`config.mk`:
```
export PLATFORM = sky130hd
export DESIGN_NAME = seg7_capture
export DESIGN_NICKNAME = d
export VERILOG_FILES = /design/src/rtl/seg7_pkg.sv /design/src/rtl/seg7_to_hex.sv /design/src/rtl/seg7_capture.sv
export SDC_FILE = /design/constraint.sdc
export NUM_CORES = 1
export LEC_CHECK = 0
export CORE_MARGIN = 3
export CORE_UTILIZATION = 45
export CTS_CLUSTER_SIZE = 25
export DETAILED_ROUTE_END_ITERATION = 12
export PLACE_DENSITY = 0.64
export REMOVE_ABC_BUFFERS = 1
export SYNTH_ARGS = -nofsm -noshare
export SYNTH_HDL_FRONTEND = slang
export SYNTH_SLANG_ARGS = --single-unit
```
`constraint.sdc`:
```
create_clock -name clk -period 2.8 [get_ports clk]
set_input_delay 0.56 -clock clk [delete_from_list [all_inputs] [get_ports clk]]
set_output_delay 0.56 -clock clk [all_outputs]
set_load 0.02 [all_outputs]
```
`src/rtl/seg7_pkg.sv`:
```
`default_nettype none
// +----------------------------------------------------------------+
// | seg7_pkg: glyph table and FSM states for the 7-seg capture.     |
// | Rev 1.0                                                         |
// +----------------------------------------------------------------+
package seg7_pkg;

  // Active-low pattern with every segment dark.
  localparam logic [6:0] SEG_BLANK = 7'h7F;

  // Active-high a..g (bit6=a ... bit0=g), indexed by nibble value.
  localparam logic [6:0] SEG_GLYPH [16] = '{
    7'h7E, 7'h30, 7'h6D, 7'h79, 7'h33, 7'h5B, 7'h5F, 7'h70,
    7'h7F, 7'h7B, 7'h77, 7'h1F, 7'h4E, 7'h3D, 7'h4F, 7'h47
  };

  typedef enum logic [1:0] {
    IDLE   = 2'd0,
    SETTLE = 2'd1,
    HOLD   = 2'd2
  } state_t;

endpackage
`default_nettype wire

```
`src/rtl/seg7_to_hex.sv`:
```
`default_nettype none
// +----------------------------------------------------------------+
// | seg7_to_hex: active-high segment pattern to {hit, nibble}.      |
// | Rev 1.0                                                         |
// +----------------------------------------------------------------+
module seg7_to_hex
  import seg7_pkg::*;
(
  input  logic [6:0] pattern,
  output logic       hit,
  output logic [3:0] nibble
);

  always_comb begin
    hit    = 1'b0;
    nibble = 4'h0;
    for (int i = 0; i < 16; i++) begin
      if (pattern == SEG_GLYPH[i]) begin
        hit    = 1'b1;
        nibble = 4'(i);
      end
    end
  end

endmodule
`default_nettype wire

```
`src/rtl/seg7_capture.sv`:
```
`default_nettype none
// +----------------------------------------------------------------+
// | seg7_capture: recovers hex digits from a multiplexed 7-seg bus. |
// | Rev 1.0                                                         |
// +----------------------------------------------------------------+
module seg7_capture
  import seg7_pkg::*;
#(
  parameter int N_DIGITS      = 4,
  parameter int STABLE_CYCLES = 4
) (
  input  logic                        clk,
  input  logic                        reset,
  input  logic [6:0]                  seg_n,
  input  logic [N_DIGITS-1:0]         an_n,
  output logic [4*N_DIGITS-1:0]       value,
  output logic [N_DIGITS-1:0]         digit_valid,
  output logic                        frame_valid,
  output logic                        err,
  output logic [$clog2(N_DIGITS)-1:0] err_digit
);

  localparam int                  IDX_W    = $clog2(N_DIGITS);
  localparam int                  SNAP_W   = 7 + N_DIGITS;
  localparam logic [7:0]          CNT_LAST = 8'(STABLE_CYCLES - 1);
  localparam logic [N_DIGITS-1:0] AN_ONE   = {{(N_DIGITS-1){1'b0}}, 1'b1};
  localparam logic [IDX_W-1:0]    IDX_LAST = IDX_W'(N_DIGITS - 1);

  logic [6:0]            s_seg_q;
  logic [N_DIGITS-1:0]   s_an_q;
  logic [SNAP_W-1:0]     prev_q;
  state_t                state_q, state_d;
  logic [7:0]            cnt_q, cnt_d;
  logic [4*N_DIGITS-1:0] value_q, value_d;
  logic [N_DIGITS-1:0]   digit_valid_q, digit_valid_d;
  logic                  frame_valid_q, frame_valid_d;
  logic                  frame_pend_q, frame_pend_d;
  logic                  err_q, err_d;
  logic [IDX_W-1:0]      err_digit_q, err_digit_d;

  logic [N_DIGITS-1:0]   an_act;
  logic                  active;
  logic [IDX_W-1:0]      active_idx;
  logic                  changed;
  logic                  capture;
  logic                  glyph_hit;
  logic [3:0]            glyph_nib;

  assign an_act  = ~s_an_q;
  assign active  = (an_act != '0) && ((an_act & (an_act - AN_ONE)) == '0);
  assign changed = ({s_seg_q, s_an_q} != prev_q);

  always_comb begin
    active_idx = '0;
    for (int i = 0; i < N_DIGITS; i++) begin
      if (an_act[i]) active_idx = IDX_W'(i);
    end
  end

  seg7_to_hex u_dec (
    .pattern (~s_seg_q),
    .hit     (glyph_hit),
    .nibble  (glyph_nib)
  );

  always_comb begin
    state_d = state_q;
    cnt_d   = cnt_q;
    capture = 1'b0;
    case (state_q)
      IDLE: begin
        if (active) begin
          state_d = SETTLE;
          cnt_d   = 8'd1;
        end
      end
      SETTLE: begin
        if (!active) begin
          state_d = IDLE;
        end else if (changed) begin
          cnt_d = 8'd1;
        end else if (cnt_q == CNT_LAST) begin
          capture = 1'b1;
          state_d = HOLD;
        end else begin
          cnt_d = cnt_q + 8'd1;
        end
      end
      HOLD: begin
        if (changed) begin
          state_d = active ? SETTLE : IDLE;
          cnt_d   = 8'd1;
        end
      end
      default: state_d = IDLE;
    endcase
  end

  // Frame clear happens first so a capture on the same edge survives it.
  always_comb begin
    value_d       = value_q;
    digit_valid_d = digit_valid_q;
    frame_valid_d = frame_pend_q;
    frame_pend_d  = 1'b0;
    err_d         = 1'b0;
    err_digit_d   = err_digit_q;
    if (frame_pend_q) digit_valid_d = '0;
    if (capture) begin
      if (glyph_hit) begin
        value_d[{active_idx, 2'b00} +: 4] = glyph_nib;
        digit_valid_d[active_idx]         = 1'b1;
        frame_pend_d = (active_idx == IDX_LAST) && (&digit_valid_d);
      end else begin
        err_d                     = 1'b1;
        err_digit_d               = active_idx;
        digit_valid_d[active_idx] = 1'b0;
      end
    end
  end

  always_ff @(posedge clk) begin
    if (reset) begin
      s_seg_q       <= SEG_BLANK;
      s_an_q        <= '1;
      prev_q        <= '1;
      state_q       <= IDLE;
      cnt_q         <= 8'd0;
      value_q       <= '0;
      digit_valid_q <= '0;
      frame_valid_q <= 1'b0;
      frame_pend_q  <= 1'b0;
      err_q         <= 1'b0;
      err_digit_q   <= '0;
    end else begin
      s_seg_q       <= seg_n;
      s_an_q        <= an_n;
      prev_q        <= {s_seg_q, s_an_q};
      state_q       <= state_d;
      cnt_q         <= cnt_d;
      value_q       <= value_d;
      digit_valid_q <= digit_valid_d;
      frame_valid_q <= frame_valid_d;
      frame_pend_q  <= frame_pend_d;
      err_q         <= err_d;
      err_digit_q   <= err_digit_d;
    end
  end

  assign value       = value_q;
  assign digit_valid = digit_valid_q;
  assign frame_valid = frame_valid_q;
  assign err         = err_q;
  assign err_digit   = err_digit_q;

endmodule
`default_nettype wire
```
==> impl_metrics.csv, run 1 <==
group,metric,value,unit
synth,ys_seq_area_share,42.4,%
die,coreArea,0.00564,mm²
clocking,htree_levels,3,
sta,setup_viol,0,
die,start_util,47.7,%
clocking,clock-root-buffer,"clkbuf_8",
clocking,clk_pin_slew,0.06,ns
routing,viasPerCell,5.39,
synth,synth.most_common_cell,"dfxtp_1",
sta,tightestPinTransition,0.573,ns
clocking,cts-hold-fix-buffers,0,
routing,ant_nets,0,
clocking,post_cts_buffers,0,
global_routing,grt_antenna_before_repair,0,
sta,finalClockSkew,0.00533,ns
clocking,clock_latency,0.33,ns
die,die_w,83.4,µm
synth,synth_ff_type,"dfxtp_1",
synth,synth_area_leaders,"dfxtp_1, or2_2, mux2i_1",
setup_path,worstPathRequired,3.06,ns
placement,port-buffer-count,36,
sta,fmax,413,MHz
power_and_ir_drop,swShare,25.0,%
final_layout,utilization,59.9,%
routing,wl_per_cell,15.0,µm
sta,relSlewSlack,61.4,%
placement,placed_area,0.00322,mm²
routing,drcViolationCount,0,
power_and_ir_drop,powerDensity,490,mW/mm²
sta,hold_viol,0,
clocking,cts_tree,"built",
setup_path,slowest_delay,0.50,ns
die,fp.dieH,83.4,µm
sta,tns,0,ns
hold_path,min_path_type,"reg -> reg",
placement,dp.cells,401,
setup_path,crit_path_end_kind,"flop",
setup_path,path_max_fanout,7,
power_and_ir_drop,p_int,1.24,mW
setup_path,cp_slowest_cell,"or4b_1",
synth,synth_edf_count,0,
routing,drt-initial-drc-count,146,
power_and_ir_drop,power_frac_seq,51.5,%
setup_path,start_kind,"flop",
global_routing,grt_pass1_wl,10600,µm
die,core.rowCount,27,
placement,dp_hpwl,4530,µm
global_routing,grt_max_degree,30,
routing,drt-total-wl,6230,µm
power_and_ir_drop,power.leakage,1.24,nW
power_and_ir_drop,p_comb_share,9.4,%
global_routing,grt_use_total,19.0,%
final_layout,stdcell_area,0.00338,mm²
placement,gp_congestion,0.792,
final_layout,drive_above_1_share,18.3,%
clocking,cts_buffers,9,
synth,postSynthAreaPerCell,9.29,µm²
setup_path,worstSetupPathType,"reg -> reg",
global_routing,grt_pass1_vias,2171,
power_and_ir_drop,p_clk_share,39.0,%
clocking,cts_resized,0,
synth,ys_ff_latch,57,
power_and_ir_drop,peakVddDrop,335,µV
final_layout,nets,354,
final_layout,num-fill-cells,523,
synth,async_flop_share,0,%
routing,drt_pass1_iterations,4,
synth,yosys.area.top_type,"dfxtp_1",
sta,rsz0062_at_grt,"false",
job,max_cap_violations,0,
clocking,clock_sinks,57,
synth,synth_warnings,0,
final_layout,fin_cells,416,
die,dieArea,0.00695,mm²
sta,min_period_over_period,86.4,%
routing,vias,2242,
die,ios,37,
setup_path,worstPathArrival,2.68,ns
synth,synth_cells,290,
synth,synth.cell_area,0.00269,mm²
setup_path,path_cells,"ha_1, or4b_1, nor4_4, nand4_2, buf_4, or4_1, o21ai_1",
synth,synth_top_area_share,42.4,%
final_layout,diodes,0,
power_and_ir_drop,power_switching,414,µW
sta,holdWs,0.459,ns
global_routing,grt_overflow_total,0,
outcome,outcome,"finished clean",
sta,report.final.slew_viol_count,0,
clocking,clockBufferDepth,2,
synth,synth.distinct_cells,64,
sta,min_period,2.42,ns
synth,synthTopCellsByCount,"dfxtp_1, or2_2, nor2_1, nand2b_1",
final_layout,area_delta_synth_final,25.5,%
[worst paths after layout]
| kind | startpoint | slack (ns) | endpoint | cells after the start |
|---|---|---|---|---|
| setup / recovery | cnt_q[1] | 0.38 | value[7] | 7 |
| hold / removal | value[13] | 0.46 | value[13] | 2 |
| setup reg to reg | cnt_q[1] | 0.38 | value[7] | 7 |
| hold reg to reg | value[13] | 0.46 | value[13] | 2 |
[stage by stage]
step           setup slack, ns  power [mW]
4_1_cts                  0.368        1.68
6_report                 0.380        1.66
3_5_place_dp             0.391        1.03
2_1_floorplan           0.0202       0.957
3_3_place_gp             0.417        1.03
5_1_grt                  0.202        1.75
[logic make-up (layout without fill, tap and decap cells)]
group / after synthesis / in the layout / synth area share, %
flip-flops: 57 / 57 / 42.4
multiplexers: 14 / 14 / 5.25
adder cells (fa/ha/maj): 1 / 1 / 0.464
buffers and inverters: 24 / 78 / 3.99
AND/OR/NAND/NOR: 125 / 125 / 28.7
AO/OA/AOI/OAI: 55 / 55 / 14.7
XOR/XNOR: 14 / 14 / 4.55
[power by group through the flow]
stage | sequential (mW) | combinational [mW] | clock [mW]
global placement | 0.871 | 0.156 | 0
detailed placement | 0.872 | 0.157 | 0
floorplan | 0.873 | 0.0846 | 0
global route | 0.857 | 0.173 | 0.716
finish | 0.854 | 0.156 | 0.647
CTS | 0.854 | 0.157 | 0.670
[area by class of cell]
| cell class | instances | area, µm² | area share [%] |
|---|---|---|---|
| Inverter | 7 | 26.3 | 0.777 |
| Clock inverter | 3 | 17.5 | 0.518 |
| Tap cell | 72 | 90.1 | 2.66 |
| Sequential cell | 57 | 1140 | 33.7 |
| Timing Repair Buffer | 56 | 510 | 15.1 |
| Clock buffer | 12 | 145 | 4.29 |
| Multi-Input combinational cell | 209 | 1450 | 42.9 |
[per-layer routing]
| layer | GRT usage, % | routed length (µm) | up-vias |
|---|---|---|---|
| met5 | 0 | 0 | - |
| met4 | 6.39 | 45 | 0 |
| met3 | 6.35 | 245 | 5 |
| met2 | 29.1 | 2880 | 49 |
| met1 | 25.0 | 3060 | 1032 |
| li1 | - | - | 1156 |
[cells in the final DEF (no fill, tap or decap), types with 3 or more instances in the layout]
master and instances:
nand2b_1 14, a21oi_1 10, mux2i_1 13, o31ai_1 4
nor2_1 17, and3_1 4, nand3_1 10, clkdlybuf4s50_1 36
nand4_1 5, nor2b_1 5, o21ai_0 10, nor4_1 4
dfxtp_1 57, buf_4 20, or2_2 21, nand2_1 10
or3_1 4, nor3_1 8, clkbuf_8 10, xnor2_1 13
and4_1 3, nand3b_1 3, o211ai_1 3, inv_1 6
[state kept, by name, summed over array words and instances, names as in the netlist]
| name | cells |
|---|---|
| value | 16 |
| prev_q | 11 |
| cnt_q | 8 |
| s_seg_q | 7 |
| digit_valid | 4 |
| s_an_q | 4 |
| err_digit | 2 |
| state_q | 2 |
| err | 1 |
| frame_pend_q | 1 |
| frame_valid | 1 |
[critical path, delay by kind of cell, from the launching register on]
kind,cells,cell delay [ns]
AOI/OAI and AO/OA,1,0.09
adders and majority gates,1,0.22
DFF,1,0.37
buffers and inverters,1,0.23
and+or+nand+nor,4,1.44
Note: power is estimated with default switching activity, not from simulation.
==> inputs of run 2 (changes only) <==
CAP_MARGIN = 5   (was default)
CTS_BUF_LIST = sky130_fd_sc_hd__clkbuf_16   (was default)
SETUP_SLACK_MARGIN = 0.1   (was default)
==> impl_metrics.csv, run 2 (synthesis results as in run 1) <==
group,metric,value,unit
outcome,outcome,"finished clean",
sta,rsz0062_at_grt,"false",
sta,hold_viol,0,
sta,tns,0,ns
routing,drt-total-wl,6280,µm
clocking,post_cts_buffers,0,
final_layout,largest_reg_flops,16,
global_routing,grt_util_met1,24.8,%
setup_path,crit_path_end_kind,"flop",
hold_path,min_path_type,"reg -> reg",
clocking,cts-hold-fix-buffers,0,
final_layout,area_delta_synth_final,28.9,%
sta,fmax,414,MHz
die,ios,37,
die,die_w,83.4,µm
setup_path,worstPathRequired,3.05,ns
sta,finalClockSkew,0.00564,ns
die,fp.dieH,83.4,µm
die,coreArea,0.00564,mm²
final_layout,final_common_cell,"dfxtp_1",
placement,dp_hpwl,4530,µm
global_routing,busiest_layer,"met2",
clocking,cts_resized,0,
die,core.rowCount,27,
routing,vias,2235,
final_layout,final_cell_mix,"dfxtp_1, clkdlybuf4s50_1, or2_2",
routing,drt_pass1_iterations,6,
power_and_ir_drop,total_power,1.94,mW
clocking,htree_levels,3,
setup_path,worstSetupPathType,"reg -> reg",
sta,min_period,2.42,ns
global_routing,grt_use_total,19.1,%
power_and_ir_drop,peakVddDrop,457,µV
global_routing,grt_overflow_total,0,
placement,port-buffer-count,36,
power_and_ir_drop,powerDensity,559,mW/mm²
clocking,clock_latency,0.32,ns
final_layout,diodes,0,
final_layout,drive_above_1_share,18.0,%
clocking,cts_buffers,9,
global_routing,grt_antenna_before_repair,0,
routing,ant_nets,0,
clocking,clock-root-buffer,"clkbuf_16",
routing,viasPerCell,5.37,
sta,setup_viol,0,
job,max_cap_violations,0,
setup_path,worstPathArrival,2.67,ns
setup_path,start_kind,"flop",
global_routing,met2_usage,29.2,%
clocking,clockBufferDepth,2,
clocking,cts_tree,"built",
setup_path,path_max_fanout,7,
routing,drcViolationCount,0,
placement,gp_congestion,0.792,
sta,report.final.slew_viol_count,0,
global_routing,grt_max_degree,30,
global_routing,grtUsageMet3,7.54,%
sta,min_period_over_period,86.3,%
global_routing,grt_pass1_vias,2164,
final_layout,nets,354,
sta,relSlewSlack,60.5,%
global_routing,grt_pass1_wl,10600,µm
sta,tightestPinTransition,0.587,ns
die,start_util,47.7,%
power_and_ir_drop,power.leakage,1.29,nW
die,dieArea,0.00695,mm²
clocking,clk_pin_slew,0.05,ns
routing,drt-initial-drc-count,139,
routing,wl_per_cell,15.1,µm
clocking,clock_sinks,57,
-- run 2: path summary, 6_finish.rpt --
| check | startpoint | to | slack (ns) | cells past startpoint |
|---|---|---|---|---|
| worst min-delay path | value[13] | value[13] | 0.46 | 2 |
| worst max register to register | cnt_q[1] | value[7] | 0.38 | 7 |
| worst min register to register | value[13] | value[13] | 0.46 | 2 |
| worst max-delay path | cnt_q[1] | value[7] | 0.38 | 7 |
-- run 2: power by group --
group          total (mW)  internal (mW)  switching [mW]
clock               0.929          0.578           0.351
combinational       0.156         0.0766          0.0797
sequential          0.856          0.832          0.0243
total                1.94           1.49           0.455
-- run 2: metrics by stage --
stage	hold WS [ns]	utilization [%]	setup WS (ns)	cell area [µm²]	std cells
3_5_place_dp	0.458	57.1	0.391	3220	401
6_report	0.460	61.6	0.382	3470	416
4_1_cts	0.465	61.6	0.371	3470	416
5_1_grt	0.494	61.6	0.205	3470	416
2_1_floorplan	0.453	-	0.0202	2610	273
3_3_place_gp	0.447	57.1	0.417	3220	401
-- run 2: final cells by class --
| class | count | area (µm²) |
|---|---|---|
| Clock buffer | 9 | 225 |
| Clock inverter | 6 | 28.8 |
| Fill cell | 512 | 2170 |
| Inverter | 7 | 26.3 |
| Multi-Input combinational cell | 209 | 1450 |
| Sequential cell | 57 | 1140 |
| Tap cell | 72 | 90.1 |
| Timing Repair Buffer | 56 | 510 |
-- run 2: per-layer routing --
metal	wire length [µm]	part of all wire, %
met4	63	1.0
met2	2900	46
met3	233	3.7
met1	3080	49
met5	0	0
-- run 2: critical path: stages (launching register included) --
cell     delay (ns)
dfxtp_1        0.37
ha_1           0.22
or4b_1         0.50
nor4_4         0.20
nand4_2        0.26
buf_4          0.23
or4_1          0.48
o21ai_1        0.09
==> inputs of run 3 (changes only) <==
CAP_MARGIN = default   (was 5)
CORE_UTILIZATION = 54   (was 45)
PLACE_DENSITY = 0.75   (was 0.64)
==> impl_metrics.csv, run 3 (synthesis results as in run 1) <==
group,metric,value,unit
sta,fmax,403,MHz
power_and_ir_drop,p_clk_share,47.7,%
die,fp.dieH,76.6,µm
sta,finalClockSkew,0.00482,ns
clocking,clk_pin_slew,0.05,ns
sta,hold_viol,0,
power_and_ir_drop,power.leakage,1.27,nW
power_and_ir_drop,total_power,1.93,mW
sta,holdWs,0.465,ns
hold_path,min_path_type,"reg -> reg",
final_layout,area_delta_synth_final,28.1,%
placement,dp.cells,394,
die,coreArea,0.00479,mm²
setup_path,worstPathArrival,2.66,ns
routing,drcViolationCount,0,
global_routing,grt_max_degree,29,
hold_path,hold_depth,2,
die,ios,37,
placement,port-buffer-count,36,
setup_path,slowest_delay,0.57,ns
setup_path,path_max_fanout,11,
final_layout,utilization,72.1,%
global_routing,grt_use_total,23.3,%
final_layout,fin_cells,409,
placement,pre_cts_ws,0.371,ns
sta,relSlewSlack,58.0,%
setup_path,worstSetupPathType,"reg -> reg",
die,core.rowCount,25,
clocking,cts_tree,"built",
global_routing,grt_pass1_vias,2344,
routing,viasPerCell,5.79,
power_and_ir_drop,p_comb_share,8.0,%
clocking,clockBufferDepth,2,
power_and_ir_drop,powerDensity,560,mW/mm²
placement,dp_hpwl,4450,µm
final_layout,stdcell_area,0.00345,mm²
outcome,outcome,"finished clean",
power_and_ir_drop,power_frac_seq,44.3,%
die,die_w,76.6,µm
final_layout,final_common_cell,"dfxtp_1",
final_layout,num-fill-cells,372,
routing,wl_per_cell,15.3,µm
global_routing,grt_antenna_before_repair,0,
clocking,clock_sinks,57,
die,dieArea,0.00587,mm²
sta,min_period,2.48,ns
setup_path,crit_path_end_kind,"flop",
power_and_ir_drop,peakVddDrop,363,µV
power_and_ir_drop,power_switching,449,µW
global_routing,grt_overflow_total,0,
clocking,clock_latency,0.32,ns
power_and_ir_drop,p_int,1.48,mW
clocking,cts_resized,0,
final_layout,seqCellArea,0.00114,mm²
clocking,clock-root-buffer,"clkbuf_16",
die,start_util,56.3,%
final_layout,largest_reg_flops,16,
sta,min_period_over_period,88.7,%
placement,gp_congestion,0.866,
setup_path,path_cells,"or3b_1, a2111oi_2, a32o_2, nor4_2, buf_4, or4_4, mux2i_1",
routing,ant_nets,0,
global_routing,grt_pass1_wl,11000,µm
setup_path,reg2regPathDepth,7,
placement,placed_area,0.00320,mm²
setup_path,cp_slowest_cell,"or4_4",
final_layout,final_cell_mix,"dfxtp_1, clkdlybuf4s50_1, or2_2",
setup_path,start_kind,"flop",
sta,finalWorstSetupSlack,0.316,ns
final_layout,multiInputGateArea,0.00145,mm²
routing,drt-total-wl,6270,µm
routing,drt_pass1_iterations,4,
setup_path,worstPathRequired,2.98,ns
sta,setup_viol,0,
job,max_cap_violations,0,
clocking,cts-hold-fix-buffers,0,
sta,report.final.slew_viol_count,0,
clocking,cts_buffers,9,
routing,drt-initial-drc-count,229,
sta,tns,0,ns
clocking,htree_levels,3,
sta,rsz0062_at_grt,"false",
final_layout,nets,352,
sta,tightestPinTransition,0.623,ns
power_and_ir_drop,swShare,23.3,%
routing,vias,2367,
final_layout,drive_above_1_share,17.3,%
final_layout,diodes,0,
clocking,post_cts_buffers,0,
==> run 3: layer usage <==
metal / GRT usage (%) / vias up / share of wire (%)
li1: - / 1160 / -
met1: 30.4 / 1124 / 48
met2: 36.8 / 71 / 45
met3: 4.73 / 12 / 4.8
met4: 10.9 / 0 / 2.0
met5: 0 / - / 0
==> run 3: power groups by stage <==
stage / combinational [mW] / clock, mW / sequential (mW)
6_report: 0.154 / 0.922 / 0.856
5_1_grt: 0.171 / 0.974 / 0.858
3_3_place_gp: 0.151 / 0 / 0.871
3_5_place_dp: 0.153 / 0 / 0.872
4_1_cts: 0.154 / 0.936 / 0.856
2_1_floorplan: 0.0846 / 0 / 0.873
==> run 3: critical path, delay by kind of cell, from the launching register on <==
kind	cells	cell delay, ns
AO/OA/AOI/OAI	2	0.57
buffers and inverters	1	0.18
flip-flops	1	0.43
multiplexers	1	0.14
AND/OR/NAND/NOR	3	1.02
==> run 3: area by class of cell <==
type,count,area share (%)
tap,67,2.43
clock inverter,6,0.798
multi-input combinational,209,42.1
timing repair buffer,54,14.4
clock buffer,9,6.53
sequential,57,33.1
inverter,7,0.761
==> run 3: path summary, 6_finish.rpt <==
kind         slack (ns)         to       start
max                0.32   value[8]  s_seg_q[6]
min                0.46  value[13]   value[13]
max reg2reg        0.32   value[8]  s_seg_q[6]
min reg2reg        0.46  value[13]   value[13]
